$ cat src/rtl/hw_manager_gen2_pkg.sv
// Shared state encodings, status codes and status_word layout for the
// second-generation hardware sequencing and fault manager.
package hw_manager_pkg;

  typedef enum logic [3:0] {
    ST_IDLE      = 4'd1,
    ST_POWERON   = 4'd2,
    ST_START_DMA = 4'd3,
    ST_START_SPI = 4'd4,
    ST_RUNNING   = 4'd5,
    ST_STOPPING  = 4'd6,
    ST_HALTED    = 4'd7
  } state_e;

  localparam int CODE_W = 25;

  localparam logic [CODE_W-1:0] CODE_OK                   = 25'd1;
  localparam logic [CODE_W-1:0] CODE_PS_SHUTDOWN          = 25'd2;
  localparam logic [CODE_W-1:0] CODE_DAC_BUF_FILL_TIMEOUT = 25'd3;
  localparam logic [CODE_W-1:0] CODE_SPI_START_TIMEOUT    = 25'd4;
  localparam logic [CODE_W-1:0] CODE_SHUTDOWN_SENSE       = 25'd6;
  localparam logic [CODE_W-1:0] CODE_EXT_SHUTDOWN         = 25'd7;
  localparam logic [CODE_W-1:0] CODE_BOARD_FAULT_BASE     = 25'd8;

  localparam int SW_STATE_LSB = 0;
  localparam int SW_STATE_W   = 4;
  localparam int SW_CODE_LSB  = 4;
  localparam int SW_BOARD_LSB = 29;
  localparam int SW_BOARD_W   = 3;

  typedef struct packed {
    logic              hit;
    logic [CODE_W-1:0] code;
    logic [2:0]        board;
  } fault_t;

  // Hard faults in priority order: PS disable, sensed shutdown, external shutdown.
  function automatic fault_t hard_fault(input logic       sys_en,
                                        input logic       sense,
                                        input logic [2:0] sense_num,
                                        input logic       ext);
    fault_t f;
    f.hit   = !sys_en || sense || ext;
    f.board = '0;
    if (!sys_en) begin
      f.code = CODE_PS_SHUTDOWN;
    end else if (sense) begin
      f.code  = CODE_SHUTDOWN_SENSE;
      f.board = sense_num;
    end else if (ext) begin
      f.code = CODE_EXT_SHUTDOWN;
    end else begin
      f.code = CODE_OK;
    end
    return f;
  endfunction

endpackage

$ cat src/rtl/hw_manager_gen2_if.sv
// Control/status bundle between the PS-side sequencer environment and the
// hardware manager.
interface hw_manager_gen2_if #(
  parameter int NUM_BOARDS       = 8,
  parameter int NUM_BOARD_FAULTS = 12
);
  logic                                   sys_en;
  logic                                   dac_buf_full;
  logic                                   spi_running;
  logic                                   ext_shutdown;
  logic                                   shutdown_sense;
  logic [2:0]                             sense_num;
  logic [NUM_BOARDS*NUM_BOARD_FAULTS-1:0] board_faults;
  logic [NUM_BOARD_FAULTS-1:0]            fault_en;

  logic        sys_rst;
  logic        dma_en;
  logic        spi_en;
  logic        trig_en;
  logic        shutdown_force;
  logic        n_shutdown_rst;
  logic        stop_timeout;
  logic [31:0] status_word;
  logic        ps_interrupt;

  modport master (
    output sys_en, dac_buf_full, spi_running, ext_shutdown, shutdown_sense,
           sense_num, board_faults, fault_en,
    input  sys_rst, dma_en, spi_en, trig_en, shutdown_force, n_shutdown_rst,
           stop_timeout, status_word, ps_interrupt
  );

  modport slave (
    input  sys_en, dac_buf_full, spi_running, ext_shutdown, shutdown_sense,
           sense_num, board_faults, fault_en,
    output sys_rst, dma_en, spi_en, trig_en, shutdown_force, n_shutdown_rst,
           stop_timeout, status_word, ps_interrupt
  );
endinterface

$ cat src/rtl/hw_manager_gen2_fault_select.sv
// Masked two-level priority encoder over the flattened board fault bus:
// lowest enabled class wins, then the lowest board within that class.
module hw_fault_select #(
  parameter int NUM_BOARDS       = 8,
  parameter int NUM_BOARD_FAULTS = 12
) (
  input  logic [NUM_BOARDS*NUM_BOARD_FAULTS-1:0] faults_i,
  input  logic [NUM_BOARD_FAULTS-1:0]            en_i,
  output logic                                   any_fault_o,
  output logic [3:0]                             class_o,
  output logic [2:0]                             board_o
);

  // Descending scan so the lowest index is the last (winning) assignment.
  always_comb begin
    any_fault_o = 1'b0;
    class_o     = '0;
    board_o     = '0;
    for (int k = NUM_BOARD_FAULTS - 1; k >= 0; k--) begin
      if (en_i[k] && (|faults_i[k*NUM_BOARDS +: NUM_BOARDS])) begin
        any_fault_o = 1'b1;
        class_o     = 4'(k);
        board_o     = '0;
        for (int b = NUM_BOARDS - 1; b >= 0; b--) begin
          if (faults_i[k*NUM_BOARDS + b]) board_o = 3'(b);
        end
      end
    end
  end

endmodule

$ cat src/rtl/hw_manager_gen2.sv
// Power-up sequencer and first-fault latching supervisor for the LCB shim
// boards: POWERON -> DMA -> SPI -> RUNNING, with a controlled SPI stop.
module hw_manager_gen2
  import hw_manager_pkg::*;
#(
  parameter int NUM_BOARDS       = 8,
  parameter int NUM_BOARD_FAULTS = 12,
  parameter int POWERON_WAIT     = 250000000,
  parameter int BUF_LOAD_WAIT    = 250000000,
  parameter int SPI_START_WAIT   = 250000000,
  parameter int SPI_STOP_WAIT    = 250000000
) (
  input logic              clk,
  input logic              n_rst,
  hw_manager_gen2_if.slave bus
);

  state_e            state_q, state_d;
  logic [31:0]       timer_q, timer_d;
  logic              sys_rst_q, sys_rst_d;
  logic              dma_en_q, dma_en_d;
  logic              spi_en_q, spi_en_d;
  logic              trig_en_q, trig_en_d;
  logic              sd_force_q, sd_force_d;
  logic              n_sd_rst_q, n_sd_rst_d;
  logic              stop_to_q, stop_to_d;
  logic              irq_q, irq_d;
  logic [CODE_W-1:0] code_q, code_d;
  logic [2:0]        board_q, board_d;

  logic              bf_any;
  logic [3:0]        bf_class;
  logic [2:0]        bf_board;
  fault_t            hf;
  logic [31:0]       wait_lim;
  logic              timeout;
  logic              go_stop, go_halt;
  logic [CODE_W-1:0] new_code;
  logic [2:0]        new_board;

  hw_fault_select #(
    .NUM_BOARDS      (NUM_BOARDS),
    .NUM_BOARD_FAULTS(NUM_BOARD_FAULTS)
  ) u_fault_select (
    .faults_i   (bus.board_faults),
    .en_i       (bus.fault_en),
    .any_fault_o(bf_any),
    .class_o    (bf_class),
    .board_o    (bf_board)
  );

  assign hf = hard_fault(bus.sys_en, bus.shutdown_sense, bus.sense_num, bus.ext_shutdown);

  always_comb begin
    case (state_q)
      ST_POWERON:   wait_lim = 32'(POWERON_WAIT);
      ST_START_DMA: wait_lim = 32'(BUF_LOAD_WAIT);
      ST_START_SPI: wait_lim = 32'(SPI_START_WAIT);
      ST_STOPPING:  wait_lim = 32'(SPI_STOP_WAIT);
      default:      wait_lim = '1;
    endcase
    timeout = (timer_q >= wait_lim);
  end

  // Fault checks come first in every supervised state so they beat success.
  always_comb begin
    state_d    = state_q;
    timer_d    = timer_q + 32'd1;
    sys_rst_d  = sys_rst_q;
    dma_en_d   = dma_en_q;
    spi_en_d   = spi_en_q;
    trig_en_d  = trig_en_q;
    sd_force_d = sd_force_q;
    n_sd_rst_d = n_sd_rst_q;
    stop_to_d  = stop_to_q;
    irq_d      = 1'b0;
    go_stop    = 1'b0;
    go_halt    = 1'b0;
    new_code   = code_q;
    new_board  = board_q;

    case (state_q)
      ST_IDLE: begin
        if (bus.sys_en) begin
          state_d    = ST_POWERON;
          sys_rst_d  = 1'b0;
          sd_force_d = 1'b0;
          n_sd_rst_d = 1'b0;
        end
      end
      ST_POWERON: begin
        if (hf.hit) begin
          go_halt   = 1'b1;
          new_code  = hf.code;
          new_board = hf.board;
        end else if (timeout) begin
          state_d    = ST_START_DMA;
          n_sd_rst_d = 1'b1;
          dma_en_d   = 1'b1;
        end
      end
      ST_START_DMA: begin
        if (hf.hit) begin
          go_stop   = 1'b1;
          new_code  = hf.code;
          new_board = hf.board;
        end else if (bus.dac_buf_full) begin
          state_d  = ST_START_SPI;
          spi_en_d = 1'b1;
        end else if (timeout) begin
          go_halt   = 1'b1;
          new_code  = CODE_DAC_BUF_FILL_TIMEOUT;
          new_board = '0;
        end
      end
      ST_START_SPI: begin
        if (hf.hit) begin
          go_stop   = 1'b1;
          new_code  = hf.code;
          new_board = hf.board;
        end else if (bus.spi_running) begin
          state_d   = ST_RUNNING;
          trig_en_d = 1'b1;
          irq_d     = 1'b1;
        end else if (timeout) begin
          go_stop   = 1'b1;
          new_code  = CODE_SPI_START_TIMEOUT;
          new_board = '0;
        end
      end
      ST_RUNNING: begin
        if (hf.hit) begin
          go_stop   = 1'b1;
          new_code  = hf.code;
          new_board = hf.board;
        end else if (bf_any) begin
          go_stop   = 1'b1;
          new_code  = CODE_BOARD_FAULT_BASE + CODE_W'(bf_class);
          new_board = bf_board;
        end
      end
      ST_STOPPING: begin
        if (!bus.spi_running) begin
          go_halt = 1'b1;
        end else if (timeout) begin
          go_halt   = 1'b1;
          stop_to_d = 1'b1;
        end
      end
      ST_HALTED: begin
        if (!bus.sys_en) begin
          state_d   = ST_IDLE;
          new_code  = CODE_OK;
          new_board = '0;
          stop_to_d = 1'b0;
        end
      end
      default: state_d = ST_IDLE;
    endcase

    code_d  = new_code;
    board_d = new_board;

    if (go_stop) begin
      state_d   = ST_STOPPING;
      dma_en_d  = 1'b0;
      spi_en_d  = 1'b0;
      trig_en_d = 1'b0;
      if ((new_code == CODE_SHUTDOWN_SENSE) || (new_code == CODE_EXT_SHUTDOWN))
        sd_force_d = 1'b1;
    end

    if (go_halt) begin
      state_d    = ST_HALTED;
      sys_rst_d  = 1'b1;
      sd_force_d = 1'b1;
      dma_en_d   = 1'b0;
      spi_en_d   = 1'b0;
      trig_en_d  = 1'b0;
      irq_d      = 1'b1;
    end

    if (state_d != state_q) timer_d = '0;
  end

  always_ff @(posedge clk or negedge n_rst) begin
    if (!n_rst) begin
      state_q    <= ST_IDLE;
      timer_q    <= '0;
      sys_rst_q  <= 1'b1;
      dma_en_q   <= 1'b0;
      spi_en_q   <= 1'b0;
      trig_en_q  <= 1'b0;
      sd_force_q <= 1'b1;
      n_sd_rst_q <= 1'b1;
      stop_to_q  <= 1'b0;
      irq_q      <= 1'b0;
      code_q     <= CODE_OK;
      board_q    <= '0;
    end else begin
      state_q    <= state_d;
      timer_q    <= timer_d;
      sys_rst_q  <= sys_rst_d;
      dma_en_q   <= dma_en_d;
      spi_en_q   <= spi_en_d;
      trig_en_q  <= trig_en_d;
      sd_force_q <= sd_force_d;
      n_sd_rst_q <= n_sd_rst_d;
      stop_to_q  <= stop_to_d;
      irq_q      <= irq_d;
      code_q     <= code_d;
      board_q    <= board_d;
    end
  end

  assign bus.sys_rst        = sys_rst_q;
  assign bus.dma_en         = dma_en_q;
  assign bus.spi_en         = spi_en_q;
  assign bus.trig_en        = trig_en_q;
  assign bus.shutdown_force = sd_force_q;
  assign bus.n_shutdown_rst = n_sd_rst_q;
  assign bus.stop_timeout   = stop_to_q;
  assign bus.ps_interrupt   = irq_q;

  always_comb begin
    bus.status_word = '0;
    bus.status_word[SW_STATE_LSB +: SW_STATE_W] = state_q;
    bus.status_word[SW_CODE_LSB  +: CODE_W]     = code_q;
    bus.status_word[SW_BOARD_LSB +: SW_BOARD_W] = board_q;
  end

endmodule

$ cat src/flat_wrapper.sv
// flat-port wrapper written by rule: the top's interface ports become plain ports
module hw_manager_gen2_flat import hw_manager_pkg::*;
#(
  parameter int NUM_BOARDS       = 8,
  parameter int NUM_BOARD_FAULTS = 12,
  parameter int POWERON_WAIT     = 250000000,
  parameter int BUF_LOAD_WAIT    = 250000000,
  parameter int SPI_START_WAIT   = 250000000,
  parameter int SPI_STOP_WAIT    = 250000000
)
  (clk, n_rst, bus_sys_en, bus_dac_buf_full, bus_spi_running, bus_ext_shutdown, bus_shutdown_sense, bus_sense_num, bus_board_faults, bus_fault_en, bus_sys_rst, bus_dma_en, bus_spi_en, bus_trig_en, bus_shutdown_force, bus_n_shutdown_rst, bus_stop_timeout, bus_status_word, bus_ps_interrupt);
  hw_manager_gen2_if #(.NUM_BOARDS(NUM_BOARDS), .NUM_BOARD_FAULTS(NUM_BOARD_FAULTS)) bus_i ();
  input logic clk;
  input logic n_rst;
  input wire logic [$bits(bus_i.sys_en)-1:0] bus_sys_en;
  input wire logic [$bits(bus_i.dac_buf_full)-1:0] bus_dac_buf_full;
  input wire logic [$bits(bus_i.spi_running)-1:0] bus_spi_running;
  input wire logic [$bits(bus_i.ext_shutdown)-1:0] bus_ext_shutdown;
  input wire logic [$bits(bus_i.shutdown_sense)-1:0] bus_shutdown_sense;
  input wire logic [$bits(bus_i.sense_num)-1:0] bus_sense_num;
  input wire logic [$bits(bus_i.board_faults)-1:0] bus_board_faults;
  input wire logic [$bits(bus_i.fault_en)-1:0] bus_fault_en;
  output wire logic [$bits(bus_i.sys_rst)-1:0] bus_sys_rst;
  output wire logic [$bits(bus_i.dma_en)-1:0] bus_dma_en;
  output wire logic [$bits(bus_i.spi_en)-1:0] bus_spi_en;
  output wire logic [$bits(bus_i.trig_en)-1:0] bus_trig_en;
  output wire logic [$bits(bus_i.shutdown_force)-1:0] bus_shutdown_force;
  output wire logic [$bits(bus_i.n_shutdown_rst)-1:0] bus_n_shutdown_rst;
  output wire logic [$bits(bus_i.stop_timeout)-1:0] bus_stop_timeout;
  output wire logic [$bits(bus_i.status_word)-1:0] bus_status_word;
  output wire logic [$bits(bus_i.ps_interrupt)-1:0] bus_ps_interrupt;
  assign bus_i.sys_en = bus_sys_en;
  assign bus_i.dac_buf_full = bus_dac_buf_full;
  assign bus_i.spi_running = bus_spi_running;
  assign bus_i.ext_shutdown = bus_ext_shutdown;
  assign bus_i.shutdown_sense = bus_shutdown_sense;
  assign bus_i.sense_num = bus_sense_num;
  assign bus_i.board_faults = bus_board_faults;
  assign bus_i.fault_en = bus_fault_en;
  assign bus_sys_rst = bus_i.sys_rst;
  assign bus_dma_en = bus_i.dma_en;
  assign bus_spi_en = bus_i.spi_en;
  assign bus_trig_en = bus_i.trig_en;
  assign bus_shutdown_force = bus_i.shutdown_force;
  assign bus_n_shutdown_rst = bus_i.n_shutdown_rst;
  assign bus_stop_timeout = bus_i.stop_timeout;
  assign bus_status_word = bus_i.status_word;
  assign bus_ps_interrupt = bus_i.ps_interrupt;
  hw_manager_gen2 #(.NUM_BOARDS(NUM_BOARDS), .NUM_BOARD_FAULTS(NUM_BOARD_FAULTS), .POWERON_WAIT(POWERON_WAIT), .BUF_LOAD_WAIT(BUF_LOAD_WAIT), .SPI_START_WAIT(SPI_START_WAIT), .SPI_STOP_WAIT(SPI_STOP_WAIT)) u_core (.clk(clk), .n_rst(n_rst), .bus(bus_i));
endmodule
$ cat config.mk
export PLATFORM = sky130hd
export DESIGN_NAME = hw_manager_gen2_flat
export DESIGN_NICKNAME = d
export VERILOG_FILES = /design/src/rtl/hw_manager_gen2_pkg.sv /design/src/rtl/hw_manager_gen2_if.sv /design/src/rtl/hw_manager_gen2_fault_select.sv /design/src/rtl/hw_manager_gen2.sv /design/src/flat_wrapper.sv
export SDC_FILE = /design/constraint.sdc
export NUM_CORES = 1
export LEC_CHECK = 0
export CORE_AREA = 2 2 151 153
export CTS_CLUSTER_SIZE = 16
export DETAILED_ROUTE_END_ITERATION = 7
export DIE_AREA = 0 0 153 155
export SLEW_MARGIN = 25
export SYNTH_ARGS = -nofsm -noshare
export SYNTH_HDL_FRONTEND = slang
export SYNTH_SLANG_ARGS = --single-unit
$ cat constraint.sdc
create_clock -name clk -period 8.85 [get_ports clk]
set_clock_uncertainty 0.15 [all_clocks]
set_input_delay 1.3275 -clock clk [delete_from_list [all_inputs] [get_ports clk]]
set_output_delay 1.3275 -clock clk [all_outputs]
set_load 0.05 [all_outputs]
==> insert_results.sql <==
INSERT INTO impl_metrics (metric_group, metric, value, unit) VALUES
('outcome', 'status', 'completed', ''),
('cts', 'clk-insertion-delay-late', '0.34', 'ns'),
('sta', 'share_of_the_cycle_needed_by_the_critical_path_after_routing', '0.512', ''),
('floorplan', 'die_h', '155', 'um'),
('routing', 'routed_via_density', '5.01', ''),
('cts', 'cts-resized-gates', '0', ''),
('worst_setup_path', 'timing.critical_path.slowest_stage_cell', 'sky130_fd_sc_hd__clkdlybuf4s50_1', ''),
('placement', 'gp_congestion', '0.841', ''),
('global_route', 'grt_pass1_wl', '27300', 'um'),
('floorplan', 'initial_utilization', '0.245', ''),
('cts', 'post_cts_buffers', '0', ''),
('floorplan', 'die_boundary_width', '153', 'um'),
('routing', 'detail_route.wirelength', '17200', 'um'),
('cts', 'post_cts_hold_buffer_count', '0', ''),
('power_and_ir_drop', 'worst_ir_drop_vdd', '0.101', 'mV'),
('worst_setup_path', 'worst_ep_required_time', '8.90', 'ns'),
('global_route', 'grt_max_degree', '73', ''),
('power_and_ir_drop', 'power.combinational.fraction', '0.423', ''),
('power_and_ir_drop', 'cellInternalPower', '770', 'uW'),
('yosys', 'syn_area_per_cell', '8.60', 'um^2'),
('layout', 'insertedDiodeCount', '0', ''),
('worst_setup_path', 'worst-path-buf-inv', '3', ''),
('worst_setup_path', 'r2r-start', 'u_core.state_q[0]', ''),
('power_and_ir_drop', 'leakagePower', '0.00303', 'uW'),
('yosys', 'yosys_register_bits', '72', ''),
('floorplan', 'die_area', '23700', 'um^2'),
('cts', 'cts-root-buf', 'sky130_fd_sc_hd__clkbuf_16', ''),
('global_route', 'grt_usage', '0.141', ''),
('yosys', 'synth_enable_flop_cells', '0', ''),
('routing', 'wl_per_cell', '15.9', 'um'),
('yosys', 'synthesis.yosys.warnings', '0', ''),
('routing', '1st_iter_drt_viols', '375', ''),
('floorplan', 'io_pins', '158', ''),
('cts', 'cts_tree', 'yes', ''),
('placement', 'place.detailed.hpwl', '13300', 'um'),
('sta', 'tightest_slew', '0.869', 'ns'),
('power_and_ir_drop', 'power.share.sequential', '0.323', ''),
('yosys', 'synth_fp_nets', '771', ''),
('layout', 'ff_latch_area', '1810', 'um^2'),
('sta', 'final.setup.tns', '0', 'ns'),
('sta', 'max_freq', '221', 'MHz'),
('power_and_ir_drop', 'total_switching_power', '556', 'uW'),
('global_route', 'vias_in_the_first_global_route', '5219', ''),
('yosys', 'synthesis.instances', '633', ''),
('yosys', 'synth_flop_cell', 'sky130_fd_sc_hd__dfrtp_1', ''),
('global_route', 'antenna_violations_before_repair', '0', ''),
('yosys', 'synthesis.area', '5440', 'um^2'),
('cts', 'clk_pin_slew_worst_paths', '0.06', 'ns'),
('routing', 'dr_total_vias', '5400', ''),
('worst_setup_path', 'worstPathMaxFanout', '32', ''),
('sta', 'final_max_slew_viol_count', '0', ''),
('layout', 'area_delta_synth_final', '39.3', '%'),
('worst_setup_path', 'crit_path_category', 'input pin to flip-flop', ''),
('layout', 'layout.cells.most_common', 'sky130_fd_sc_hd__clkdlybuf4s50_1', ''),
('cts', 'clock_sink_count', '72', ''),
('sta', 'hold_viol_final', '0', ''),
('sta', 'relSlewSlack', '0.416', ''),
('worst_hold_path', 'holdCritPathClass', 'flip-flop to flip-flop', ''),
('floorplan', 'placementRows', '55', ''),
('yosys', 'ys_seq_area_frac', '0.332', ''),
('sta', 'min_period', '4.53', 'ns'),
('global_route', 'gr_ovfl_total', '0', ''),
('power_and_ir_drop', 'power.clock.fraction', '0.254', ''),
('layout', 'layout.nets', '926', ''),
('flow_run', 'drv_cap', '0', ''),
('sta', 'setup_viol', '0', ''),
('routing', 'detail_route.drc_violations', '0', ''),
('sta', 'unrepaired_setup_endpoints_after_global_routing', 'no', ''),
('routing', 'drtPass1Iterations', '5', ''),
('routing', 'route.antenna.remaining_nets', '0', ''),
('yosys', 'post_synth_num_cell_types', '78', '');
-- final timing paths --
kind / to / slack, ns / cells after the start
setup / recovery: u_core.timer_q[31] / 4.32 / 11
hold / removal: u_core.code_q[6] / 0.33 / 1
setup reg to reg: u_core.timer_q[31] / 4.32 / 14
hold reg to reg: u_core.code_q[6] / 0.33 / 1
max in group asynchronous: u_core.code_q[3] / 7.23 / 1
min in group asynchronous: u_core.timer_q[6] / 0.87 / 1
-- registers in the layout, indices dropped and copies added (netlist names) --
signal                     cells
u_core.bus.dma_en              1
u_core.bus.stop_timeout        1
u_core.code_q                 25
u_core.state_q                 4
u_core.board_q                 3
u_core.bus.spi_en              1
u_core.bus.sys_rst             1
u_core.timer_q                32
u_core.bus.ps_interrupt        1
u_core.bus.trig_en             1
u_core.bus.shutdown_force      1
u_core.bus.n_shutdown_rst      1
-- routing by layer --
metal | routed length [um] | global-route usage
met5 | 0 | 0
met4 | 185 | 0.0331
met3 | 1020 | 0.0281
met2 | 8310 | 0.246
met1 | 7650 | 0.181
-- kinds of logic after synthesis --
group                      after synthesis  share of synthesized area
and+or+nand+nor                        270                      0.268
AOI/OAI and AO/OA                      186                      0.260
other                                    1                   0.000689
muxes                                    2                    0.00391
adders and majority gates               20                     0.0460
DFF                                     72                      0.332
buffers and inverters                   52                     0.0407
xor gates and xnor gates                30                     0.0483
-- power by group through the flow --
stage	logic, uW	registers, uW	clock network, uW
floorplan	298	486	0
global placement	562	434	0
detailed placement	562	432	0
CTS	565	427	348
global route	612	433	360
finish	560	428	337
-- Yosys cell counts, types with 9 or more instances --
master                     instances  area (um^2)
sky130_fd_sc_hd__nand3_1          23          115
sky130_fd_sc_hd__a31oi_1          10         62.6
sky130_fd_sc_hd__inv_1            34          128
sky130_fd_sc_hd__nand2b_1         14         87.6
sky130_fd_sc_hd__nand2_1          43          161
sky130_fd_sc_hd__and3_1           11         68.8
sky130_fd_sc_hd__nand4_1          12         75.1
sky130_fd_sc_hd__o31ai_1           9         67.6
sky130_fd_sc_hd__and2_1           24          150
sky130_fd_sc_hd__o21ai_0          28          140
sky130_fd_sc_hd__clkbuf_1          9         33.8
sky130_fd_sc_hd__nor2_1           59          221
sky130_fd_sc_hd__dfrtp_1          67         1680
sky130_fd_sc_hd__a21oi_1          41          205
sky130_fd_sc_hd__ha_1             20          250
sky130_fd_sc_hd__nor2_2           30          188
sky130_fd_sc_hd__o41ai_1          14          123
sky130_fd_sc_hd__xor2_1           24          210
sky130_fd_sc_hd__nor3_1           14         70.1
-- final cells by class --
class / instances / share of cell area
Sequential cell: 72 / 0.238
Clock inverter: 7 / 0.00610
Tap cell: 285 / 0.0470
Clock buffer: 9 / 0.0297
Multi-Input combinational cell: 509 / 0.450
Timing Repair Buffer: 161 / 0.211
Inverter: 35 / 0.0173
-- per-stage QoR --
step | worst slack (ns) | hold WS, ns | cells | area (um^2) | utilization
6_report | 4.32 | 0.330 | 1078 | 7580 | 0.341
5_1_grt | 3.99 | 0.350 | 1078 | 7580 | 0.341
4_1_cts | 4.36 | 0.335 | 1078 | 7580 | 0.341
3_5_place_dp | 4.05 | 0.320 | 1062 | 7310 | 0.329
3_3_place_gp | 4.04 | 0.318 | 1062 | 7310 | 0.329
2_1_floorplan | 3.96 | 0.335 | 633 | 5440 | -
(Power assumes the default switching activity.)
